**src/rtl/mem_arbiter.sv**
```systemverilog
// Single-port memory arbiter between instruction fetch (IF) and load/store (LS) ports.
// Define MEM_ARB_RR_EN to replace fixed LS priority with round-robin on contention.
module mem_arbiter #(
    parameter int ADDR_W   = 32,
    parameter int DATA_W   = 32,
    parameter int WAIT_CYC = 1
) (
    input  logic              clk,
    input  logic              rst_n,
    input  logic              if_req,
    input  logic [ADDR_W-1:0] if_addr,
    output logic              if_gnt,
    output logic              if_rvalid,
    output logic [DATA_W-1:0] if_rdata,
    input  logic              ls_req,
    input  logic              ls_we,
    input  logic [3:0]        ls_be,
    input  logic [ADDR_W-1:0] ls_addr,
    input  logic [DATA_W-1:0] ls_wdata,
    output logic              ls_gnt,
    output logic              ls_rvalid,
    output logic [DATA_W-1:0] ls_rdata,
    output logic              mem_en,
    output logic              mem_we,
    output logic [3:0]        mem_be,
    output logic [ADDR_W-1:0] mem_addr,
    output logic [DATA_W-1:0] mem_wdata,
    input  logic [DATA_W-1:0] mem_rdata,
    output logic              busy
);

    typedef enum logic {S_IDLE, S_BUSY} state_t;

    localparam logic [3:0] CNT_INIT = 4'(WAIT_CYC - 1);
    localparam logic       OWN_IF   = 1'b0;
    localparam logic       OWN_LS   = 1'b1;

    state_t     r_state, w_state_nxt;
    logic [3:0] r_cnt, w_cnt_nxt;
    logic       r_owner, w_owner_nxt;
    logic       r_owner_we, w_owner_we_nxt;
`ifdef MEM_ARB_RR_EN
    logic       r_last_owner, w_last_owner_nxt;
`endif

    logic w_resp;
    logic w_can_grant;
    logic w_pick_ls;
    logic w_gnt_if;
    logic w_gnt_ls;

    always_ff @(posedge clk or negedge rst_n) begin
        if (!rst_n) begin
            r_state      <= S_IDLE;
            r_cnt        <= 4'd0;
            r_owner      <= OWN_IF;
            r_owner_we   <= 1'b0;
`ifdef MEM_ARB_RR_EN
            r_last_owner <= OWN_IF;
`endif
        end else begin
            r_state      <= w_state_nxt;
            r_cnt        <= w_cnt_nxt;
            r_owner      <= w_owner_nxt;
            r_owner_we   <= w_owner_we_nxt;
`ifdef MEM_ARB_RR_EN
            r_last_owner <= w_last_owner_nxt;
`endif
        end
    end

    always_comb begin
        w_state_nxt    = r_state;
        w_cnt_nxt      = r_cnt;
        w_owner_nxt    = r_owner;
        w_owner_we_nxt = r_owner_we;
`ifdef MEM_ARB_RR_EN
        w_last_owner_nxt = r_last_owner;
`endif
        if_gnt    = 1'b0;
        ls_gnt    = 1'b0;
        if_rvalid = 1'b0;
        ls_rvalid = 1'b0;
        if_rdata  = '0;
        ls_rdata  = '0;
        mem_en    = 1'b0;
        mem_we    = 1'b0;
        mem_be    = 4'b0000;
        mem_addr  = '0;
        mem_wdata = '0;

        // The response cycle doubles as a grant slot so WAIT_CYC=1 sustains one access per cycle.
        w_resp      = (r_state == S_BUSY) && (r_cnt == 4'd0);
        w_can_grant = rst_n && ((r_state == S_IDLE) || w_resp);

`ifdef MEM_ARB_RR_EN
        if (ls_req && if_req) w_pick_ls = (r_last_owner == OWN_IF);
        else                  w_pick_ls = ls_req;
`else
        w_pick_ls = ls_req;
`endif
        w_gnt_ls = w_can_grant && ls_req && w_pick_ls;
        w_gnt_if = w_can_grant && if_req && !w_pick_ls;

        // Response routing uses the registered owner, untouched by a same-cycle grant.
        if (w_resp) begin
            if (r_owner == OWN_IF) begin
                if_rvalid = 1'b1;
                if_rdata  = mem_rdata;
            end else begin
                ls_rvalid = 1'b1;
                if (!r_owner_we) ls_rdata = mem_rdata;
            end
        end

        if (w_gnt_ls) begin
            ls_gnt   = 1'b1;
            mem_en   = 1'b1;
            mem_we   = ls_we;
            mem_be   = ls_we ? ls_be : 4'b1111;
            mem_addr = ls_addr;
            if (ls_we) mem_wdata = ls_wdata;
        end else if (w_gnt_if) begin
            if_gnt   = 1'b1;
            mem_en   = 1'b1;
            mem_be   = 4'b1111;
            mem_addr = if_addr;
        end

        if (w_gnt_ls || w_gnt_if) begin
            w_state_nxt    = S_BUSY;
            w_cnt_nxt      = CNT_INIT;
            w_owner_nxt    = w_gnt_ls ? OWN_LS : OWN_IF;
            w_owner_we_nxt = w_gnt_ls && ls_we;
`ifdef MEM_ARB_RR_EN
            w_last_owner_nxt = w_gnt_ls ? OWN_LS : OWN_IF;
`endif
        end else if (r_state == S_BUSY) begin
            if (r_cnt != 4'd0) w_cnt_nxt   = r_cnt - 4'd1;
            else               w_state_nxt = S_IDLE;
        end
    end

    assign busy = (r_state == S_BUSY);

endmodule

```
**config.mk**
```make
export PLATFORM = sky130hd
export DESIGN_NAME = mem_arbiter
export DESIGN_NICKNAME = d
export VERILOG_FILES = /design/src/rtl/mem_arbiter.sv
export SDC_FILE = /design/constraint.sdc
export NUM_CORES = 1
export LEC_CHECK = 0
export BUFFER_PORTS_ARGS = -buffer_cell sky130_fd_sc_hd__buf_4
export CORE_AREA = 2 2 108 110
export CTS_CLUSTER_DIAMETER = 80
export DETAILED_ROUTE_END_ITERATION = 10
export DIE_AREA = 0 0 110 112
export PLACE_DENSITY = 0.46
export SLEW_MARGIN = 20
export SYNTH_ARGS = -nofsm -noshare
export SYNTH_HDL_FRONTEND = slang
export SYNTH_SLANG_ARGS = --single-unit
```
**constraint.sdc**
```tcl
create_clock -name clk -period 2.41 [get_ports clk]
set_input_delay 0.241 -clock clk [delete_from_list [all_inputs] [get_ports clk]]
set_output_delay 0.241 -clock clk [all_outputs]
set_load 0.01 [all_outputs]
```
==> metrics.md <==
| Metric | Value |
|---|---|
| Outcome | `complete, no violations` |
| Final TNS setup | `0 ps` |
| PwrDens | `around 260 mW/mm^2` |
| Hold Crit Class | `in -> async` |
| Drt pass-1 iters | `4` |
| Row count | `39` |
| Core area | `0.0112 mm^2` |
| TritonCTS Buffers | `3` |
| H-tree Lvls | `1` |
| First-pass GRT wire length | `11800 um` |
| VDD IR max | `between 200 and 250 uV` |
| Ys Warns | `0` |
| Clk Latency, worst-skew pair | `230 ps` |
| CTS tree | `built` |
| Crit path required time | `roughly 2200 ps` |
| Most common cell after layout, fill and taps aside | `buf_4` |
| Final Hold Violating Endpoints | `0` |
| Drt total wl | `between 8000 and 9000 um` |
| Clock Pin Slew Worst Setup and Hold Paths | `~40 ps` |
| Met2 routed WL | `4290 um` |
| Fmax | `about 0.44 GHz` |
| Vias in the first global route | `~2400` |
| Largest net degree at the start of global routing | `37` |
| Mapped Cells | `about 230` |
| Met1 WL | `3020 um` |
| Clock Root Buffer | `clkbuf_16` |
| Routed vias/inst | `4.03` |
| Uppermost layer routed | `met4` |
| Final cell count without fillers | `638` |
| Die width | `~110 um` |
| Final nets | `about 630` |
| Placed Cells incl. Taps | `633` |
| ANT cells | `0` |
| Critical Path Sink Type | `output pin` |
| GRT Resource Usage Total | `0.120` |
| DRT antenna net count | `0` |
| Synthesized area per cell | `6.70 um^2` |
| WL met3 | `~840 um` |
| Syn nets | `369` |
| Setup violators final | `0` |
| Post-CTS Repair Setup Buffers | `0` |
| Area added between synthesis and finish | `149%` |
| Clock sink total | `7` |
| Initial Utilization | `0.139` |
| Unrepaired setup endpoints after global routing | `no` |
| Dpl hpwl | `between 6000 and 7000 um` |
| CP startpoint kind | `register` |
| Layout Skew | `between 1 and 1.5 ps` |
| Worst Path Max Fanout | `33` |
| Commonest non-fill, non-tap cells in the layout | `buf_4 (278), and2_1 (84), nor2_1 (33)` |
| Synth cell types | `30` |
| Slew headroom | `0.650` |
| Fin crit period | `about 2300 ps` |
| Yosys reg bits | `7` |
| Global route overflow | `0` |
| I/O Pins | `276` |
| P_leak | `2.08 nW` |
| Initial antenna violation count | `0` |
| Sequential element share of the synthesized area | `0.113` |
| Final worst-path cycle share | `0.954` |
| Die area | `between 0.01 and 0.015 mm^2` |
| Mapped cell area | `0.00155 mm^2` |
| Max cap viols | `0` |
| Setup CP Type | `reg -> out` |
| WP data arrival | `2060 ps` |
| GP Congestion | `between 0.8 and 0.9` |
| Initial drt markers | `86` |
| Share of cells above drive strength 1 | `0.616` |
| Worst-Margin Slew | `roughly 520 ps` |
| Max clock buf depth | `2` |
| Final Max Tran Viols | `0` |
| Die span in y | `112 um` |
| # DRC | `0` |
| I/O Buffers | `approximately 280` |
| Via count | `between 2000 and 3000` |
| Drt wl/cell | `12.9 um` |
[critical path, cell delays in order (launching register included)]
cell and delay (ps):
dfrtp_1 400, inv_1 70, ha_2 170, or3b_4 430, a211oi_4 290, buf_12 190, and2_2 160, buf_4 110
[cells in the mapped netlist]
master / count / area (um^2)
clkbuf_1: 15 / 56.3
mux2i_1: 1 / 10.0
nor4_1: 1 / 6.26
inv_1: 8 / 30.0
a21oi_1: 2 / 10.0
nor2_1: 33 / 124
o22ai_1: 2 / 12.5
o21a_1: 4 / 30.0
a211oi_4: 1 / 20.0
o211ai_1: 3 / 22.5
nand2_1: 4 / 15.0
ha_1: 1 / 12.5
or2_2: 1 / 6.26
nor3b_1: 1 / 7.51
nor3_1: 1 / 5.00
buf_4: 1 / 7.51
and2_1: 84 / 526
o21ai_1: 1 / 5.00
o31ai_1: 1 / 7.51
nor3_2: 1 / 10.0
o31a_2: 1 / 10.0
o21ai_0: 4 / 20.0
nor2b_1: 2 / 12.5
buf_6: 3 / 33.8
or3b_4: 1 / 11.3
buf_2: 2 / 10.0
a22oi_1: 32 / 240
and2_2: 12 / 90.1
nor4_4: 1 / 21.3
dfrtp_1: 7 / 175
[repair_timing]
action / 4_1_cts / 5_1_grt
resized for setup: 0 / 5
hold buffers: 1 / 0
endpoints found under the setup margin: 0 / 36
hold endpoints to repair: 7 / 0
[kinds of logic (layout without fill, tap and decap cells)]
logic type	after synthesis	after routing	share of synthesized area
and+or+nand+nor	142	142	0.539
AOI/OAI and AO/OA	51	51	0.244
buffers and inverters	29	293	0.0889
DFF	7	7	0.113
adders and majority gates	1	1	0.00808
muxes	1	1	0.00647
[sequential cells by signal (all words and copies together), names as in the netlist]
register / flops
r_cnt: 4
busy: 1
r_owner: 1
r_owner_we: 1
[final timing paths]
kind	from	end	cells past startpoint	slack, ps
setup / recovery	r_cnt[0]$_DFFE_PN0P_	mem_wdata[0]	7	110
hold reg to reg	r_cnt[0]$_DFFE_PN0P_	r_cnt[0]$_DFFE_PN0P_	1	520
setup reg to reg	r_cnt[0]$_DFFE_PN0P_	r_owner_we$_DFFE_PN0P_	6	750
hold / removal	rst_n	r_cnt[2]$_DFFE_PN0P_	2	390
min in group clk	if_req	r_owner$_DFFE_PN0P_	4	390
max in group asynchronous	rst_n	r_owner_we$_DFFE_PN0P_	2	1880
[power by group]
group	switching [W]	internal, W	total, W
Combinational	0.000234	0.000340	0.000574
Clock	0.0000690	0.000221	0.000290
Sequential	0.00000655	0.000123	0.000129
Total	0.000309	0.000684	0.000993
[metrics by stage]
step | utilization | total power [W] | instance area, um^2 | hold slack, ps | setup slack (ps)
final | 0.344 | 0.000993 | 3850 | 393 | 111
after global placement | 0.335 | 0.000710 | 3740 | 75.9 | 305
after global routing | 0.344 | 0.00106 | 3850 | 407 | 3.16
after CTS | 0.343 | 0.00100 | 3830 | 396 | 37.9
after detailed placement | 0.335 | 0.000710 | 3740 | 76.6 | 291
after floorplan | - | 0.000345 | 1550 | -54.6 | 474
[final cells by class]
type / instances / area, um^2
Clock buffer: 4 / 78.8
Fill cell: 1177 / 7330
Inverter: 8 / 30.0
Multi-Input combinational cell: 195 / 1250
Sequential cell: 7 / 175
Tap cell: 143 / 179
Timing Repair Buffer: 281 / 2140
[layer usage]
layer / up-vias / global-route usage
li1: 1293 / -
met1: 1132 / 0.136
met2: 140 / 0.222
met3: 6 / 0.0310
met4: 0 / 0.0262
met5: - / 0
No activity file was read; power rests on OpenSTA's default activity.
